File: src/rtl/piso_serializer.sv
// Parallel-in serial-out transmitter: START, DATA_W data bits LSB first, optional even
// parity, STOP. Every bit is held DIV clocks; sout_en strobes on the first clock of each bit.
module piso_serializer #(
   parameter int unsigned DATA_W    = 8,
   parameter int unsigned DIV       = 4,
   parameter int unsigned PARITY_EN = 1
) (
   input  logic              clk,
   input  logic              Reset,
   input  logic [DATA_W-1:0] din,
   input  logic              din_valid,
   output logic              din_ready,
   output logic              sout,
   output logic              sout_en,
   output logic              busy,
   output logic              frame_done
);

   localparam int unsigned CNT_W = (DIV > 1) ? $clog2(DIV) : 1;
   localparam int unsigned BIT_W = $clog2(DATA_W);
   localparam logic [CNT_W-1:0] CNT_LAST = CNT_W'(DIV - 1);
   localparam logic [BIT_W-1:0] BIT_LAST = BIT_W'(DATA_W - 1);

   typedef enum logic [2:0] {StIdle, StStart, StData, StParity, StStop} state_e;

   state_e              r_state, w_state_d;
   logic [CNT_W-1:0]    r_cnt, w_cnt_d;
   logic [BIT_W-1:0]    r_bit, w_bit_d;
   logic [DATA_W-1:0]   r_data, w_data_d;
   logic                r_sout, w_sout_d;
   logic                r_sout_en, w_sout_en_d;

   logic                w_bit_end;
   logic                w_accept;
   logic [BIT_W-1:0]    w_bit_inc;

   assign w_bit_end  = (r_cnt == CNT_LAST);
   assign w_bit_inc  = r_bit + 1'b1;
   assign din_ready  = (r_state == StIdle) && !Reset;
   assign w_accept   = din_valid && din_ready;

   assign sout       = r_sout;
   assign sout_en    = r_sout_en;
   assign busy       = (r_state != StIdle);
   assign frame_done = (r_state == StStop) && w_bit_end;

   always_ff @(posedge clk) begin
      if (Reset) begin
         r_state   <= StIdle;
         r_cnt     <= '0;
         r_bit     <= '0;
         r_data    <= '0;
         r_sout    <= 1'b1;
         r_sout_en <= 1'b0;
      end else begin
         r_state   <= w_state_d;
         r_cnt     <= w_cnt_d;
         r_bit     <= w_bit_d;
         r_data    <= w_data_d;
         r_sout    <= w_sout_d;
         r_sout_en <= w_sout_en_d;
      end
   end

   // sout is computed one clock ahead so it changes on the edge that enters each bit.
   always_comb begin
      w_state_d   = r_state;
      w_cnt_d     = w_bit_end ? '0 : r_cnt + 1'b1;
      w_bit_d     = r_bit;
      w_data_d    = r_data;
      w_sout_d    = r_sout;
      w_sout_en_d = 1'b0;

      case (r_state)
         StIdle: begin
            w_cnt_d  = '0;
            w_sout_d = 1'b1;
            if (w_accept) begin
               w_state_d   = StStart;
               w_data_d    = din;
               w_sout_d    = 1'b0;
               w_sout_en_d = 1'b1;
            end
         end
         StStart: begin
            if (w_bit_end) begin
               w_state_d   = StData;
               w_bit_d     = '0;
               w_sout_d    = r_data[0];
               w_sout_en_d = 1'b1;
            end
         end
         StData: begin
            if (w_bit_end) begin
               w_sout_en_d = 1'b1;
               if (r_bit == BIT_LAST) begin
                  w_bit_d = '0;
                  if (PARITY_EN != 0) begin
                     w_state_d = StParity;
                     w_sout_d  = ^r_data;
                  end else begin
                     w_state_d = StStop;
                     w_sout_d  = 1'b1;
                  end
               end else begin
                  w_bit_d  = w_bit_inc;
                  w_sout_d = r_data[w_bit_inc];
               end
            end
         end
         StParity: begin
            if (w_bit_end) begin
               w_state_d   = StStop;
               w_sout_d    = 1'b1;
               w_sout_en_d = 1'b1;
            end
         end
         StStop: begin
            if (w_bit_end) begin
               w_state_d = StIdle;
               w_sout_d  = 1'b1;
            end
         end
         default: begin
            w_state_d = StIdle;
            w_sout_d  = 1'b1;
         end
      endcase
   end

endmodule

File: config.mk
export PLATFORM = sky130hd
export DESIGN_NAME = piso_serializer
export DESIGN_NICKNAME = d
export VERILOG_FILES = /design/src/rtl/piso_serializer.sv
export SDC_FILE = /design/constraint.sdc
export NUM_CORES = 1
export LEC_CHECK = 0
export CORE_MARGIN = 2
export CORE_UTILIZATION = 55
export CTS_CLUSTER_SIZE = 8
export DETAILED_ROUTE_END_ITERATION = 8
export GPL_ROUTABILITY_DRIVEN = 0
export GPL_TIMING_DRIVEN = 0
export PLACE_DENSITY = 0.81
export SETUP_SLACK_MARGIN = 0.15
export SLEW_MARGIN = 20
export SYNTH_ARGS = -nofsm -noshare
export SYNTH_HDL_FRONTEND = slang
export SYNTH_SLANG_ARGS = --single-unit
File: constraint.sdc
create_clock -name clk -period 3.5 [get_ports clk]
set_input_delay 0.7 -clock clk [delete_from_list [all_inputs] [get_ports clk]]
set_output_delay 0.7 -clock clk [all_outputs]
set_load 0.03 [all_outputs]
==> results of run 1 <==
==> routing by layer <==
metal | global-route usage | part of all wire | vias to the layer above
met4 | 0.1543 | 0.043 | 0
li1 | - | - | 438
met1 | 0.2470 | 0.42 | 390
met3 | 0.05098 | 0.047 | 8
met2 | 0.3528 | 0.48 | 23
met5 | 0 | 0 | -
==> power groups by stage <==
stage | sequential (W) | combinational [W] | clock, W
after global placement | 0.000229 | 0.0000772 | 0
after CTS | 0.000225 | 0.0000799 | 0.000104
after floorplan | 0.000230 | 0.0000518 | 0
after global routing | 0.000227 | 0.0000870 | 0.000113
after detailed placement | 0.000230 | 0.0000795 | 0
final | 0.000225 | 0.0000792 | 0.0000996
==> area by class of cell <==
cell class                 count  area [sq um]
multi-input combinational     88         571.8
fill                         158         528.0
sequential                    18         360.3
timing repair buffer          14         140.1
buffer                        10         45.04
clock buffer                   3         22.52
tap                           17         21.27
==> worst paths after layout <==
path,startpoint,endpoint,slack (ps),depth (start not counted)
max,r_cnt[0],frame_done,830,4
min,r_cnt[0],r_cnt[0],420,1
max reg2reg,r_bit[0],sout,1620,7
min reg2reg,r_cnt[0],r_cnt[0],420,1
==> synthesized netlist by cell type <==
cell type  count
clkbuf_1       5
xnor2_1        6
nor2_1         6
nand4_1        1
mux2i_1        5
a31oi_1        2
and3_1         2
a2111oi_0      2
and4b_1        1
nor2_4         1
buf_1          1
or3_1          1
xor2_1         3
a311oi_1       1
a2111oi_2      1
nand3_1        2
o21ai_0        9
buf_4          1
nand3b_1       3
ha_1           3
nor2b_1        2
nand2b_1      11
a21oi_1        5
nor3_1         3
nand2_1       14
buf_2          3
dfxtp_1       18
o32a_1         1
and2_1         2
nor4b_1        1
==> through the flow <==
stage / hold slack (ps) / std cells / instance area, sq um
floorplan: 396.4 / 116 / 977.2
global placement: 403.8 / 147 / 1139
detailed placement: 416.6 / 147 / 1139
CTS: 430.0 / 150 / 1161
global route: 447.9 / 150 / 1161
finish: 421.8 / 150 / 1161
==> placed cells by master (no fill, tap or decap), types with 5 or more instances in the layout <==
cell type / count
nand2_1: 14
clkbuf_1: 5
a21oi_1: 5
o21ai_0: 9
mux2i_1: 5
clkdlybuf4s50_1: 14
xnor2_1: 6
nand2b_1: 11
nor2_1: 6
dfxtp_1: 18
==> kinds of logic (layout without fill, tap and decap cells) <==
kind of cell | Yosys count | count (layout) | share of synthesized area
AO/OA/AOI/OAI | 21 | 21 | 0.1370
XOR/XNOR | 9 | 9 | 0.08067
adder cells (fa/ha/maj) | 3 | 3 | 0.03842
buffers and inverters | 10 | 27 | 0.04609
flip-flops | 18 | 18 | 0.3688
multiplexers | 5 | 5 | 0.05122
AND/OR/NAND/NOR | 50 | 50 | 0.2778
==> worst max-delay path: stages, from the launching register on <==
cell	delay, ps
dfxtp_1	340
ha_1	140
clkbuf_1	320
and3_1	210
clkdlybuf4s50_1	660
==> flip-flops by register name (all words and copies together), names as in the netlist <==
signal,flops
r_bit,3
r_state,3
sout,1
r_data,8
r_cnt,2
sout_en,1
==> results.yml, run 1 <==
global_routing:
  grt_pass1_wl_um: 3243
  track_usage: 0.2175
  grt_pass1_vias: 777
  antenna_found_initial: 0
  overflow: 0
  grt_max_degree: 11
setup_path:
  critPathRequiredTime_ps: 2800
  worstPathMaxFanout: 9
  start_kind: "flop"
  critPathCaptureType: "output port"
  path_class: "flop to output port"
  timing.critical_path.arrival_ps: 1970
timing:
  layout_setup_ws_ps: 830.4
  tns_ps: 0
  finClkSkew_ps: 3.361
  worstMarginPinSlew_ps: 484.3
  fin_crit_sh: 0.7627
  hold_viol_final: 0
  min_period_ps: 2670
  report.final.slew_viol_count: 0
  slew_headroom: 0.6726
  setup_viol: 0
  fmax_mhz: 374.6
  rsz0062_at_grt: "no"
clock_tree:
  clk-insertion-delay-late_ps: 290
  htreeDepth: 1
  cts_hold_buffers: 0
  clk_pin_slew_ps: 90
  clockBufferDepth: 2
  cts-root-buf: "clkbuf_4"
  cts_buffers: 3
  cts_resized: 0
  post-cts-setup-buffer-count: 0
  cts_tree: "done"
  cts.sinks: 18
synthesis:
  ys_top_cells_by_area: "dfxtp_1, nand2b_1, nand2_1, xnor2_1, mux2i_1"
  netlist_instances: 116
  syn_area_sq_um: 977.2
  avgSynthCellArea_sq_um: 8.424
  synth.distinct_cells: 30
  yosys.area.top_type: "dfxtp_1"
  yosys.area.top_type_share: 0.3688
  yosys_warnings: 0
  synth_nets: 130
  yosysSeqAreaShare: 0.3688
  yosys_register_bits: 18
floorplanning:
  initial_core_util: 0.5785
  dieWidth_um: 46.15
  die-area_sq_um: 2130
  die_h_um: 46.15
  io_pins: 16
  core_sq_um: 1689
  std_cell_rows: 15
routing:
  vias: 859
  vias_per_cell: 5.727
  firstDrtPassIters: 4
  initialDrtViolationCount: 8
  drt-total-wl_um: 1828
  routedWlPerCell_um: 12.19
  drt_drc_violations_left: 0
  detail-route-antenna-nets: 0
pwr:
  pwr-share-clk: 0.247
  swShare: 0.2613
  leakage_nw: 0.4360
  comb_power_share: 0.196
  ir_worst_vdd_mv: 0.2245
  p_total_w: 0.0004033
  pwr-share-seq: 0.557
  power.density_nw_per_um2: 347.4
  p_int_w: 0.0002980
  switchingPower_w: 0.0001054
min_path:
  hp-class: "flop to flop"
job:
  drv_cap: 0
finish:
  diodes: 0
  syn2layout_area_growth_pct: 18.82
  drive_gt1_frac: 0.06767
  final_nets: 149
  post-route-util: 0.6874
placed_design:
  place_ws_ps: 1087
  port_buffers: 14
  hpwlAfterDp_um: 1396
status:
  status: "finished clean"
No activity file was read; power rests on OpenSTA's default activity.
==> run 2, diff against run 1 <==
--- a/config.mk
+++ b/config.mk
@@ -6,12 +6,12 @@
 export NUM_CORES = 1
 export LEC_CHECK = 0
 export CORE_MARGIN = 2
-export CORE_UTILIZATION = 55
+export CORE_UTILIZATION = 51
 export CTS_CLUSTER_SIZE = 8
 export DETAILED_ROUTE_END_ITERATION = 8
 export GPL_ROUTABILITY_DRIVEN = 0
 export GPL_TIMING_DRIVEN = 0
-export PLACE_DENSITY = 0.81
+export PLACE_DENSITY = 0.76
 export SETUP_SLACK_MARGIN = 0.15
 export SLEW_MARGIN = 20
 export SYNTH_ARGS = -nofsm -noshare
==> constraint.sdc (replaced) <==
create_clock -name clk -period 2.6 [get_ports clk]
set_input_delay 0.52 -clock clk [delete_from_list [all_inputs] [get_ports clk]]
set_output_delay 0.52 -clock clk [all_outputs]
set_load 0.03 [all_outputs]
==> run 2 against run 1 <==
  * Critical path depth down 1
  * Utilization fell by 2.1 points
  * Global-route usage shrank 0.33 points
  * Sequential share of layout area shrank 0.36 points
==> results.yml, run 2 (same netlist as run 1, synthesis figures left out) <==
status:
  status: "finished clean"
timing:
  slew_headroom: 0.6557
  min_period_ps: 2298
  tns_ps: 0
  setup_viol: 0
  worstMarginPinSlew_ps: 509.3
  report.final.slew_viol_count: 0
  hold_viol_final: 0
  finClkSkew_ps: 0.7498
  fmax_mhz: 435.2
  fin_crit_sh: 0.8837
  rsz0062_at_grt: "no"
min_path:
  min_from: "r_cnt[0]"
  hold_depth: 1
  min_to: "r_cnt[0]"
  hp-class: "flop to flop"
global_routing:
  antenna_found_initial: 0
  track_usage: 0.2142
  grt_pass1_wl_um: 3374
  grt_max_degree: 11
  overflow: 0
  grt_pass1_vias: 792
setup_path:
  reg2reg_slack_ps: 820
  start_kind: "flop"
  ff2ff_path_depth: 7
  reg2reg_to: "sout"
  worstPathMaxFanout: 5
  critPathCaptureType: "output port"
  path_class: "flop to output port"
  worstReg2RegStart: "r_bit[0]"
  critPathRequiredTime_ps: 2080
  timing.critical_path.arrival_ps: 1780
clock_tree:
  cts_buffers: 3
  cts_tree: "done"
  clk-insertion-delay-late_ps: 290
  clk_pin_slew_ps: 100
  cts.sinks: 18
  post-cts-setup-buffer-count: 0
  clockBufferDepth: 2
  htreeDepth: 1
  cts_hold_buffers: 0
  cts-root-buf: "clkbuf_4"
floorplanning:
  std_cell_rows: 15
  die_h_um: 47.77
  dieWidth_um: 47.77
  io_pins: 16
  initial_core_util: 0.5539
  die-area_sq_um: 2282
  core_sq_um: 1764
pwr:
  pwr-share-seq: 0.556
  power.density_nw_per_um2: 462.5
  comb_power_share: 0.195
  pwr-share-clk: 0.250
  swShare: 0.2628
  leakage_nw: 0.4640
  switchingPower_w: 0.0001428
  p_int_w: 0.0004006
  ir_worst_vdd_mv: 0.3117
finish:
  nFillCells: 164
  diodes: 0
  stdcell_area_sq_um: 1175
  reg.largest.list: "r_data (8), r_bit (3), r_state (3)"
  regMostFlops: "r_data"
  layout_common_cells: "dfxtp_1, nand2_1, clkdlybuf4s50_1"
  syn2layout_area_growth_pct: 20.23
  largest_reg_flops: 8
  drive_gt1_frac: 0.08271
  mostFrequentLayoutCell: "dfxtp_1"
  final_nets: 149
  seq_area_sq_um: 360.3
  multi_input_area_sq_um: 571.8
routing:
  drt-total-wl_um: 1853
  drt_drc_violations_left: 0
  firstDrtPassIters: 4
  vias_per_cell: 5.259
  initialDrtViolationCount: 11
  vias: 831
  detail-route-antenna-nets: 0
  routedWlPerCell_um: 11.73
job:
  drv_cap: 0
placed_design:
  port_buffers: 14
  hpwlAfterDp_um: 1403
  dpl_cell_area_sq_um: 1149
run 2: cell count changes in the layout (fill, tap and decap cells not counted):
cell / delta
dlymetal6s2s_1: +1
clkdlybuf4s50_1: -2
buf_2: +1
buf_1: -1
clkbuf_1: -1
dlygate4sd2_1: +1
clkbuf_2: +1
run 2: stage by stage:
| step | worst slack [ps] | hold slack (ps) | util | power [W] | std cells |
|---|---|---|---|---|---|
| global placement | 448.4 | 404.3 | 0.6511 | 0.0004127 | 155 |
| finish | 302.4 | 421.4 | 0.6660 | 0.0005433 | 158 |
| floorplan | 788.8 | 396.4 | - | 0.0003800 | 116 |
| detailed placement | 405.6 | 415.6 | 0.6511 | 0.0004160 | 155 |
| global route | 239.3 | 464.1 | 0.6660 | 0.0005744 | 158 |
| CTS | 158.6 | 429.7 | 0.6645 | 0.0005483 | 158 |
run 2: area by class of cell:
| type | count | area share |
|---|---|---|
| Multi-Input combinational cell | 88 | 0.4867 |
| Sequential cell | 18 | 0.3067 |
| Timing Repair Buffer | 14 | 0.1203 |
| Buffer | 10 | 0.04047 |
| Tap cell | 25 | 0.02662 |
| Clock buffer | 3 | 0.01917 |
run 2: worst max path at each step:
stage | from | to | slack, ps | cells past startpoint
floorplan | r_state[0] | r_state[0] | 790 | 7
global placement | r_state[0] | frame_done | 450 | 4
detailed placement | r_state[0] | frame_done | 410 | 4
CTS | r_state[1] | frame_done | 160 | 4
global route | r_state[1] | busy | 240 | 3
finish | r_state[1] | busy | 300 | 3
run 2: routing by layer:
metal / wire [um] / global-route usage / vias to the layer above
met4: 36 / 0.1135 / 0
met5: 0 / 0 / -
met1: 846 / 0.2794 / 380
met3: 46 / 0.03396 / 4
li1: - / - / 435
met2: 924 / 0.3387 / 12
run 2: timing repair:
| action | 4_1_cts | 5_1_grt |
|---|---|---|
| setup endpoints to repair | 2 | 1 |
| gates resized for setup | 3 | 1 |
| pin swaps | 0 | 0 |
run 2: power by group through the flow:
stage	Clock [W]	Combinational, W	Sequential, W
CTS	0.000139	0.000107	0.000302
global placement	0	0.000104	0.000308
finish	0.000136	0.000106	0.000302
detailed placement	0	0.000107	0.000309
global route	0.000153	0.000117	0.000304
floorplan	0	0.0000697	0.000310
run 2: worst max-delay path, cell delays in order, from the launching register on:
cell             delay [ps]
dfxtp_1                 380
or3_1                   360
buf_2                   160
clkdlybuf4s50_1         590
